===== src/rtl/music_reader_pkg.sv =====
// Shared definitions for the music reader.
// Contents: FSM state enum, default end/rest note codes, song record layout.
package music_reader_pkg;

    typedef enum logic [2:0] {
        StIdle,
        StFetchNote,
        StFetchDur,
        StPlay,
        StFinish
    } state_e;

    // Default marker codes; the top module exposes them as overridable parameters.
    localparam logic [7:0] DEF_END_CODE  = 8'hFF;
    localparam logic [7:0] DEF_REST_CODE = 8'h00;

    // A song is a list of 2-byte records: {note code, duration in ticks}.
    localparam int unsigned REC_BYTES     = 2;
    localparam int unsigned REC_NOTE_BYTE = 0;
    localparam int unsigned REC_DUR_BYTE  = 1;

endpackage


===== src/rtl/music_reader_if.sv =====
// Control, ROM and status signals of the music reader bundled into one interface.
// master: the reader (drives rom_addr, note, note_valid, playing, done).
// slave : the environment (drives start, stop, pause, loop, song_sel, tick, rom_data).
interface music_reader_if #(
    parameter int unsigned ADDR_W = 24,
    parameter int unsigned DATA_W = 8,
    parameter int unsigned SONG_W = 4
) ();

    logic              start;
    logic              stop;
    logic              pause;
    logic              loop;
    logic [SONG_W-1:0] song_sel;
    logic              tick;
    logic [ADDR_W-1:0] rom_addr;
    logic [DATA_W-1:0] rom_data;
    logic [DATA_W-1:0] note;
    logic              note_valid;
    logic              playing;
    logic              done;

    modport master (
        input  start, stop, pause, loop, song_sel, tick, rom_data,
        output rom_addr, note, note_valid, playing, done
    );

    modport slave (
        output start, stop, pause, loop, song_sel, tick, rom_data,
        input  rom_addr, note, note_valid, playing, done
    );

endinterface


===== src/rtl/music_reader_note_timer.sv =====
// Note duration down-counter.
// Ports: clk, rst (sync, active high), clear (abort), load/load_val (new duration),
//        tick (tempo pulse, already qualified by PLAY), pause (freeze),
//        expire (the tick that consumes the last remaining count).
module note_timer #(
    parameter int unsigned CNT_W = 8
) (
    input  logic             clk,
    input  logic             rst,
    input  logic             clear,
    input  logic             load,
    input  logic [CNT_W-1:0] load_val,
    input  logic             tick,
    input  logic             pause,
    output logic             expire
);

    logic [CNT_W-1:0] count_q;
    logic             step;

    assign step   = tick & ~pause & (count_q != '0);
    assign expire = step & (count_q == CNT_W'(1));

    always_ff @(posedge clk) begin
        if (rst || clear) begin
            count_q <= '0;
        end else if (load) begin
            count_q <= load_val;
        end else if (step) begin
            count_q <= count_q - CNT_W'(1);
        end
    end

endmodule


===== src/rtl/music_reader.sv =====
// Music reader: walks {note, duration} records of a song in a combinational ROM and
// presents the current note for the tempo-tick-driven duration.
// Ports: clk, rst (sync, active high), bus (music_reader_if.master): start/stop/pause/
//        loop/song_sel/tick controls, rom_addr/rom_data ROM port, note/note_valid/
//        playing/done status (all registered).
module music_reader
    import music_reader_pkg::*;
#(
    parameter int unsigned       ADDR_W    = 24,
    parameter int unsigned       DATA_W    = 8,
    parameter int unsigned       SONG_W    = 4,
    parameter logic [DATA_W-1:0] END_CODE  = DEF_END_CODE,
    parameter logic [DATA_W-1:0] REST_CODE = DEF_REST_CODE
) (
    input  logic            clk,
    input  logic            rst,
    music_reader_if.master  bus
);

    localparam int unsigned OFS_W = ADDR_W - SONG_W;

    state_e            state_q;
    logic [ADDR_W-1:0] addr_q;
    logic [DATA_W-1:0] note_q;
    logic [DATA_W-1:0] pending_q;
    logic              valid_q;
    logic              playing_q;
    logic              done_q;

    logic [SONG_W-1:0] slot;
    logic [OFS_W-1:0]  ofs;
    logic              ofs_last;
    logic [ADDR_W-1:0] addr_inc;
    logic [ADDR_W-1:0] slot_base;
    logic              timer_load;
    logic              timer_tick;
    logic              timer_expire;

    // Offset arithmetic stays inside the slot; the song bits never change mid-song.
    assign slot      = addr_q[ADDR_W-1 -: SONG_W];
    assign ofs       = addr_q[OFS_W-1:0];
    assign ofs_last  = &ofs;
    assign addr_inc  = {slot, ofs + OFS_W'(1)};
    assign slot_base = {slot, {OFS_W{1'b0}}};

    assign timer_load = (state_q == StFetchDur) && !ofs_last && (bus.rom_data != '0);
    assign timer_tick = bus.tick && (state_q == StPlay);

    note_timer #(
        .CNT_W (DATA_W)
    ) u_note_timer (
        .clk      (clk),
        .rst      (rst),
        .clear    (bus.stop),
        .load     (timer_load),
        .load_val (bus.rom_data),
        .tick     (timer_tick),
        .pause    (bus.pause),
        .expire   (timer_expire)
    );

    always_ff @(posedge clk) begin
        if (rst) begin
            state_q   <= StIdle;
            addr_q    <= '0;
            note_q    <= '0;
            pending_q <= '0;
            valid_q   <= 1'b0;
            playing_q <= 1'b0;
            done_q    <= 1'b0;
        end else if (bus.stop) begin
            state_q   <= StIdle;
            note_q    <= '0;
            valid_q   <= 1'b0;
            playing_q <= 1'b0;
            done_q    <= 1'b0;
        end else begin
            done_q <= 1'b0;
            unique case (state_q)
                StIdle: begin
                    if (bus.start) begin
                        addr_q    <= {bus.song_sel, {OFS_W{1'b0}}};
                        playing_q <= 1'b1;
                        state_q   <= StFetchNote;
                    end
                end
                StFetchNote: begin
                    // Running into the last slot byte counts as an end marker.
                    if (bus.rom_data == END_CODE || ofs_last) begin
                        note_q  <= '0;
                        done_q  <= 1'b1;
                        state_q <= StFinish;
                    end else begin
                        pending_q <= bus.rom_data;
                        addr_q    <= addr_inc;
                        state_q   <= StFetchDur;
                    end
                end
                StFetchDur: begin
                    if (ofs_last) begin
                        note_q  <= '0;
                        done_q  <= 1'b1;
                        state_q <= StFinish;
                    end else begin
                        addr_q <= addr_inc;
                        if (bus.rom_data == '0) begin
                            // Zero-length record: skipped, last note stays on the output.
                            state_q <= StFetchNote;
                        end else begin
                            note_q  <= pending_q;
                            valid_q <= (pending_q != REST_CODE);
                            state_q <= StPlay;
                        end
                    end
                end
                StPlay: begin
                    if (timer_expire) begin
                        valid_q <= 1'b0;
                        state_q <= StFetchNote;
                    end
                end
                StFinish: begin
                    if (bus.loop) begin
                        addr_q  <= slot_base;
                        state_q <= StFetchNote;
                    end else begin
                        playing_q <= 1'b0;
                        state_q   <= StIdle;
                    end
                end
                default: begin
                    state_q <= StIdle;
                end
            endcase
        end
    end

    assign bus.rom_addr   = addr_q;
    assign bus.note       = note_q;
    assign bus.note_valid = valid_q;
    assign bus.playing    = playing_q;
    assign bus.done       = done_q;

endmodule

===== src/flat_wrapper.sv =====
// flat-port wrapper written by rule: the top's interface ports become plain ports
module music_reader_flat import music_reader_pkg::*;
#(
    parameter int unsigned       ADDR_W    = 24,
    parameter int unsigned       DATA_W    = 8,
    parameter int unsigned       SONG_W    = 4,
    parameter logic [DATA_W-1:0] END_CODE  = DEF_END_CODE,
    parameter logic [DATA_W-1:0] REST_CODE = DEF_REST_CODE
)
  (clk, rst, bus_start, bus_stop, bus_pause, bus_loop, bus_song_sel, bus_tick, bus_rom_data, bus_rom_addr, bus_note, bus_note_valid, bus_playing, bus_done);
  music_reader_if #(.ADDR_W(ADDR_W), .DATA_W(DATA_W), .SONG_W(SONG_W)) bus_i ();
  input  logic clk;
  input  logic rst;
  input wire logic [$bits(bus_i.start)-1:0] bus_start;
  input wire logic [$bits(bus_i.stop)-1:0] bus_stop;
  input wire logic [$bits(bus_i.pause)-1:0] bus_pause;
  input wire logic [$bits(bus_i.loop)-1:0] bus_loop;
  input wire logic [$bits(bus_i.song_sel)-1:0] bus_song_sel;
  input wire logic [$bits(bus_i.tick)-1:0] bus_tick;
  input wire logic [$bits(bus_i.rom_data)-1:0] bus_rom_data;
  output wire logic [$bits(bus_i.rom_addr)-1:0] bus_rom_addr;
  output wire logic [$bits(bus_i.note)-1:0] bus_note;
  output wire logic [$bits(bus_i.note_valid)-1:0] bus_note_valid;
  output wire logic [$bits(bus_i.playing)-1:0] bus_playing;
  output wire logic [$bits(bus_i.done)-1:0] bus_done;
  assign bus_i.start = bus_start;
  assign bus_i.stop = bus_stop;
  assign bus_i.pause = bus_pause;
  assign bus_i.loop = bus_loop;
  assign bus_i.song_sel = bus_song_sel;
  assign bus_i.tick = bus_tick;
  assign bus_i.rom_data = bus_rom_data;
  assign bus_rom_addr = bus_i.rom_addr;
  assign bus_note = bus_i.note;
  assign bus_note_valid = bus_i.note_valid;
  assign bus_playing = bus_i.playing;
  assign bus_done = bus_i.done;
  music_reader #(.ADDR_W(ADDR_W), .DATA_W(DATA_W), .SONG_W(SONG_W), .END_CODE(END_CODE), .REST_CODE(REST_CODE)) u_core (.clk(clk), .rst(rst), .bus(bus_i));
endmodule

===== config.mk =====
export PLATFORM = sky130hd
export DESIGN_NAME = music_reader_flat
export DESIGN_NICKNAME = d
export VERILOG_FILES = /design/src/rtl/music_reader_pkg.sv /design/src/rtl/music_reader_if.sv /design/src/rtl/music_reader_note_timer.sv /design/src/rtl/music_reader.sv /design/src/flat_wrapper.sv
export SDC_FILE = /design/constraint.sdc
export NUM_CORES = 1
export LEC_CHECK = 0
export CORE_MARGIN = 10
export CORE_UTILIZATION = 50
export CTS_CLUSTER_DIAMETER = 100
export DETAILED_ROUTE_END_ITERATION = 10
export GPL_ROUTABILITY_DRIVEN = 0
export PLACE_DENSITY = 0.77
export SYNTH_ARGS = -nofsm -noshare
export SYNTH_HDL_FRONTEND = slang
export SYNTH_SLANG_ARGS = --single-unit

===== constraint.sdc =====
create_clock -name clk -period 5.6 [get_ports clk]
set_input_delay 0.84 -clock clk [delete_from_list [all_inputs] [get_ports clk]]
set_output_delay 0.84 -clock clk [all_outputs]
set_load 0.005 [all_outputs]

# [Yosys cells after proc, flatten, opt, wreduce, memory -nomap -nowiden]
# Cells that the tools add are included.
[word_totals] mem_bits_rw=0 latchBits=0 output_inout_bits=35 word_cells=88 inputBits=19 memories=0 rom_bits=0 regBits=54
[op_classes] bitwise_logic=9 n_reduce_logical=25 n_mul=0 eq_ne=15 order_cmp=0 muxes=28 shift=0 div=0 addsub=2
[ops] cell="$pmux W24 S4" count=1
[ops] cell="$mux W20" count=3
[ops] cell="$mux W8" count=5
[ops] cell="$mux W24" count=1
[ops] cell="$reduce_bool A8 Y1" count=3
[ops] cell="$add A20 B1 Y20 const B" count=1
[ops] cell="$reduce_and A20 Y1" count=1
[ops] cell="$pmux W8 S2" count=1
[ops] cell="$pmux W3 S5" count=1
[ops] cell="$mux W3" count=4
[ops] cell="$ne A2 B2 Y1 const B" count=6
[ops] cell="$reduce_and A6 Y1" count=2
[ops] cell="$reduce_and A3 Y1" count=3
[ops] cell="$eq A8 B1 Y1 const B" count=1
[ops] cell="$eq A8 B8 Y1 const B" count=1
[ops] cell="$logic_not A8 Y1" count=1
[ops] cell="$mux W1" count=8
[ops] cell="$reduce_bool A2 Y1" count=4
[ops] cell="$sub A8 B1 Y8 const B" count=1
[ops] cell="$eq A3 B2 Y1 const B" count=2
[ops] cell="$not A1 Y1" count=6
[ops] cell="$pmux W1 S2" count=3
[ops] cell="$ne A2 B1 Y1 const B" count=2
[ops] cell="$reduce_and A4 Y1" count=1
[ops] cell="other kinds (12)" count=17

# [Logic depth before layout (Yosys ltp)]
[logic_depth] word_depth=7 ltp_mapped=8 depth_no_buf=7

# [By module]
# A second synthesis with hierarchy kept.
[hier_totals] cells_unflattened=347 area_unflattened_um2=2921.6
[modules_own_cells] mod="music_reader" cells_each=285 seq_area_each_um2=920.9 n_inst=1 area_per_inst_um2=2417.3
[modules_own_cells] mod="note_timer" cells_each=62 seq_area_each_um2=160.2 n_inst=1 area_per_inst_um2=504.2

# [Least setup slack after synthesis]
# No wires, ideal clock.
[synth_path] kind="input to register" from="in bus_stop" to="reg u_core.note_q[0], in the netlist u_core.bus.note[0]" cell_stages=5 arrival_ps=2142 n_path_buf=1 setup_time_ps=72 setup_slack_ps=3387 t_required_ps=5528 path_cell_list="clkbuf_1 > or2_2 > a211oi_1 > nand2_1 > mux2i_1"
[synth_via] elab_chain_len=1
[synth_rtl] item="from (decl)" line_no="flat_wrapper.sv:15" text="input wire logic [$bits(bus_i.stop)-1:0] bus_stop;"
[synth_rtl] item="$reduce_or A2 Y1 (no source line)"
[synth_rtl] item="to (signal assigned)" line_no="music_reader.sv:110" text="note_q <= pending_q;"
[synth_rtl] item="to (decl)" line_no="music_reader.sv:24" text="logic [DATA_W-1:0] note_q;"
# No other way between the ends.
# A chain may end at the register's enable or synchronous reset.

# [Worst setup path in the final report]
[layout_path] from="in bus_rom_data[6]" to="reg u_core.addr_q[12], in the netlist u_core.bus.rom_addr[12]"
[layout_via] elab_chain_len=4
[layout_rtl] item="from (decl)" line_no="flat_wrapper.sv:20" text="input wire logic [$bits(bus_i.rom_data)-1:0] bus_rom_data;"
[layout_rtl] item="$eq A8 B8 Y1" line_no="music_reader.sv:89" text="if (bus.rom_data == END_CODE || ofs_last) begin"
[layout_rtl] item="$logic_or A1 B1 Y1" line_no="music_reader.sv:89"
[layout_rtl] item="$ne A2 B2 Y1 (no source line)"
[layout_rtl] item="$reduce_and A6 Y1 (no source line)"
[layout_rtl] item="to (signal assigned)" line_no="music_reader.sv:82" text="addr_q <= {bus.song_sel, {OFS_W{1'b0}}};"
[layout_rtl] item="to (signal assigned)" line_no="music_reader.sv:95" text="addr_q <= addr_inc;"
[layout_rtl] item="to (signal assigned)" line_no="music_reader.sv:105" text="addr_q <= addr_inc;"
[layout_rtl] item="to (decl)" line_no="music_reader.sv:23" text="logic [ADDR_W-1:0] addr_q;"
# No other way between the ends.

==> metrics.log <==
INFO  metric cp-end-kind = flip-flop
INFO  metric reg2reg_depth = 6
INFO  metric cap_viol_max_count = 0
INFO  metric insertion_delay = 0.32 ns
INFO  metric antenna_found_initial = 0
INFO  metric number_of_slew_limit_violations_in_the_final_report = 0
INFO  metric clock_sinks = 54
INFO  metric synth_seq_area_share = 0.3752
INFO  metric design.final.nets = 404
INFO  metric final.setup.tns = 0 ns
INFO  metric postSynthCellCount = 339
INFO  metric first_iter_violations = 235
INFO  metric worst_ir_drop_vdd = 0.1396 mV
INFO  metric worst_path_cell_trace = clkdlybuf4s50_1 > nand4_1 > o21bai_1 > a32o_1 > nand2b_1 > o21ai_0
INFO  metric static-leakage-power = 1.130 nW
INFO  metric rrSetupSlack = 2.64 ns
INFO  metric synth_enable_flop_cells = 0
INFO  metric path_delay_family = compound AO/OA/AOI/OAI gates
INFO  metric synth_largest_area_cell = sky130_fd_sc_hd__dfxtp_1
INFO  metric number_of_hold_buffers_added_after_cts = 0
INFO  metric first_pass_iters = 5
INFO  metric design.core.area = 5540 um2
INFO  metric worstPathArrival = ~3.3 ns
INFO  metric avgViaCountPerCell = about 6.1
INFO  metric chipHeight = around 96 um
INFO  metric register_area = 1081 um2
INFO  metric critical_path.endpoint = u_core.bus.rom_addr[12]$_SDFFE_PP0P_
INFO  metric synthDistinctLibCells = 52
INFO  metric post_synth_main_area_contributors = sky130_fd_sc_hd__dfxtp_1 (38%), sky130_fd_sc_hd__mux2i_1 (7.6%), sky130_fd_sc_hd__nor2_1 (5.5%)
INFO  metric hold_path.class = flip-flop to flip-flop
INFO  metric final_period_minus_worst_setup_slack = about 3 ns
INFO  metric setup.worst_path.start = bus_rom_data[6]
INFO  metric synthMostInstantiatedCell = sky130_fd_sc_hd__dfxtp_1
INFO  metric route.detailed.wl_per_inst = 17.07 um
INFO  metric cts_root_buffer = sky130_fd_sc_hd__clkbuf_8
INFO  metric layout-drive-gt1-share = 0.05236
INFO  metric area.growth.synth_to_final = 21.97%
INFO  metric startpoint_type = primary input
INFO  metric diodes = 0
INFO  metric route.detailed.drc = 0
INFO  metric power_density = approximately 200 nW/um2
INFO  metric critical_path.n_buffers_inverters = 1
INFO  metric wl = 7.749 mm
INFO  metric cts.htree.levels = 2
INFO  metric timing.final.crit_share = 0.5465
INFO  metric worstSetupPathDepth = 6
INFO  metric overall_via_count_from_detail_route = 2774
INFO  metric dominantRegCellSynth = sky130_fd_sc_hd__dfxtp_1
INFO  metric stdcell_count = 454
INFO  metric setup_viol_count_final = 0
INFO  metric multiInputGateArea = 1678 um2
INFO  metric grt_start_max_net_pins = 35
INFO  metric asyncSetResetFlopFracSynth = 0
INFO  metric fp-row-count = 27
INFO  metric tritoncts_clock_tree = done
INFO  metric crit_path_top_delay_cell = sky130_fd_sc_hd__a32o_1
INFO  metric clock.fmax = between 300 and 400 MHz
INFO  metric syn_area_per_cell = 8.500 um2
INFO  metric synth_fp_nets = 362
INFO  metric timing.max_slew.rel_slack = 0.2981
INFO  metric cts_max_path_buffers = 2
INFO  metric grt_pass1_vias = 2563
INFO  metric placedInstanceArea = 3417 um2
INFO  metric gr-total-overflow = 0
INFO  metric report.power.total = 709.7 uW
INFO  metric drt.antenna.violating_nets = 0
INFO  metric cts_setup_buffers = 0
INFO  metric critical_path_required = 5.79 ns
INFO  metric cts_repair_resize_count = 0
INFO  metric finalHoldViolations = 0
INFO  metric rr_startpoint = u_core.bus.rom_addr[0]$_SDFFE_PP0P_
INFO  metric hpwl = 5.456 mm
INFO  metric synth_commonest_cells = sky130_fd_sc_hd__dfxtp_1 (54), sky130_fd_sc_hd__nor2_1 (42), sky130_fd_sc_hd__nand2_1 (28), sky130_fd_sc_hd__a21oi_1 (24), sky130_fd_sc_hd__mux2i_1 (22)
INFO  metric synth_area = 2882 um2
INFO  metric worstReg2RegEnd = u_core.bus.rom_addr[12]$_SDFFE_PP0P_
INFO  metric synth.yosys.warnings = 0
INFO  metric clk_pin_slew_worst_paths = 0.11 ns
INFO  metric buffer_ports.inserted = 53
INFO  metric total_of_flip_flops_plus_latches_after_synthesis = 54
INFO  metric numCtsBuffers = 5
INFO  metric filler_cell_count = 504
INFO  metric final_cell_area = ~3500 um2
INFO  metric dieArea = ~9000 um2
INFO  metric outcome = completed
INFO  metric critical_path.max_fanout = 29
INFO  metric chipWidth = around 96 um
INFO  metric track_usage = 0.1696
INFO  metric initial_core_util = 0.5201
INFO  metric netlist.area_leader.share = 0.3752
INFO  metric grt_pass1_wl = 12.69 mm
INFO  metric worst_path_largest_cell_delay = 0.79 ns
INFO  metric finClkSkew = 0.005606 ns
INFO  metric tightest_slew = 1.046 ns
INFO  metric grt_setup_unrepaired = false
INFO  metric pin_count = 54
INFO  metric timing_worst_setup_path_type = primary input to flip-flop
INFO  metric dp_cells = 446
power by group:
| group | internal (mW) | switching [mW] |
|---|---|---|
| sequential | 0.388 | 0.00437 |
| clock | 0.0940 | 0.148 |
| combinational | 0.0318 | 0.0427 |
| total | 0.514 | 0.196 |
placed cells by master, fill, tap and decap left out, types with 5 or more instances in the layout:
master                            synthesis  final
sky130_fd_sc_hd__dfxtp_1                 54     54
sky130_fd_sc_hd__clkdlybuf4s50_1          0     53
sky130_fd_sc_hd__nor2_1                  42     42
sky130_fd_sc_hd__nand2_1                 28     28
sky130_fd_sc_hd__a21oi_1                 24     24
sky130_fd_sc_hd__mux2i_1                 22     22
sky130_fd_sc_hd__nand3_1                 15     15
sky130_fd_sc_hd__o311ai_0                12     12
sky130_fd_sc_hd__nand4_1                  9      9
sky130_fd_sc_hd__nor4_1                   8      8
sky130_fd_sc_hd__a31oi_1                  8      8
sky130_fd_sc_hd__o21ai_0                  8      8
sky130_fd_sc_hd__nor3_1                   7      7
sky130_fd_sc_hd__nand2b_1                 7      7
sky130_fd_sc_hd__o31ai_1                  7      7
sky130_fd_sc_hd__o41ai_1                  7      7
sky130_fd_sc_hd__inv_1                    6      6
sky130_fd_sc_hd__or4_1                    6      6
sky130_fd_sc_hd__clkbuf_8                 0      5
flip-flops by register name (all words and copies together) (netlist names):
signal and cells:
u_core.bus.rom_addr 24, u_core.bus.note 8, u_core.pending_q 8, u_core.u_note_timer.count_q 8, u_core.state_q 3, u_core.bus.done 1
u_core.bus.note_valid 1, u_core.bus.playing 1
final cells by class:
type                            count  area share
Multi-Input combinational cell    259      0.4774
Sequential cell                    54      0.3076
Tap cell                           72     0.02563
Clock inverter                      3    0.008188
Timing Repair Buffer               55      0.1552
Inverter                            6    0.006408
Clock buffer                        5     0.01958
per-layer routing:
metal / vias to the layer above / share of wire / GRT usage / routed length (um)
met4: 0 / 0.010 / 0.04054 / 81
met2: 100 / 0.45 / 0.2602 / 3516
met1: 1298 / 0.45 / 0.2223 / 3512
met5: - / 0 / 0 / 0
li1: 1366 / - / - / -
met3: 10 / 0.082 / 0.06070 / 639
cell families after synthesis:
group	Yosys count	synth area share
adder cells (fa/ha/maj)	4	0.01737
flip-flops	54	0.3752
XOR/XNOR	5	0.01520
AO/OA/AOI/OAI	86	0.2171
AND/OR/NAND/NOR	141	0.2523
multiplexers	23	0.08033
buffers and inverters	26	0.04255
how the worst min path moves through the flow:
stage	from	endpoint	slack [ns]	cells after the start
2_1_floorplan	u_core.pending_q[3]$_SDFFE_PP0P_	u_core.bus.note[3]$_SDFFE_PP0P_	0.45	2
3_3_place_gp	u_core.bus.note[0]$_SDFFE_PP0P_	u_core.bus.note[0]$_SDFFE_PP0P_	0.44	2
3_5_place_dp	u_core.bus.note[1]$_SDFFE_PP0P_	u_core.bus.note[1]$_SDFFE_PP0P_	0.45	2
4_1_cts	u_core.bus.note[0]$_SDFFE_PP0P_	u_core.bus.note[0]$_SDFFE_PP0P_	0.47	2
5_1_grt	u_core.bus.note[6]$_SDFFE_PP0P_	u_core.bus.note[6]$_SDFFE_PP0P_	0.49	2
6_report	u_core.bus.note[0]$_SDFFE_PP0P_	u_core.bus.note[0]$_SDFFE_PP0P_	0.46	2
stage by stage:
| stage | hold WS, ns | utilization | setup slack, ns |
|---|---|---|---|
| floorplan | 0.4500 | - | 3.387 |
| global placement | 0.4423 | 0.6168 | 2.301 |
| detailed placement | 0.4454 | 0.6168 | 2.258 |
| CTS | 0.4689 | 0.6344 | 2.599 |
| global route | 0.4858 | 0.6344 | 2.363 |
| finish | 0.4620 | 0.6344 | 2.540 |
worst reg2reg max path, cell delays in order (launching register included):
cell and delay (ns):
sky130_fd_sc_hd__dfxtp_1 0.42, sky130_fd_sc_hd__ha_1 0.24, sky130_fd_sc_hd__nand3_1 0.29, sky130_fd_sc_hd__nor3_1 0.34, sky130_fd_sc_hd__a32o_1 0.86, sky130_fd_sc_hd__nand2b_1 0.51
sky130_fd_sc_hd__o21ai_0 0.18
No activity file was read; power rests on OpenSTA's default activity.
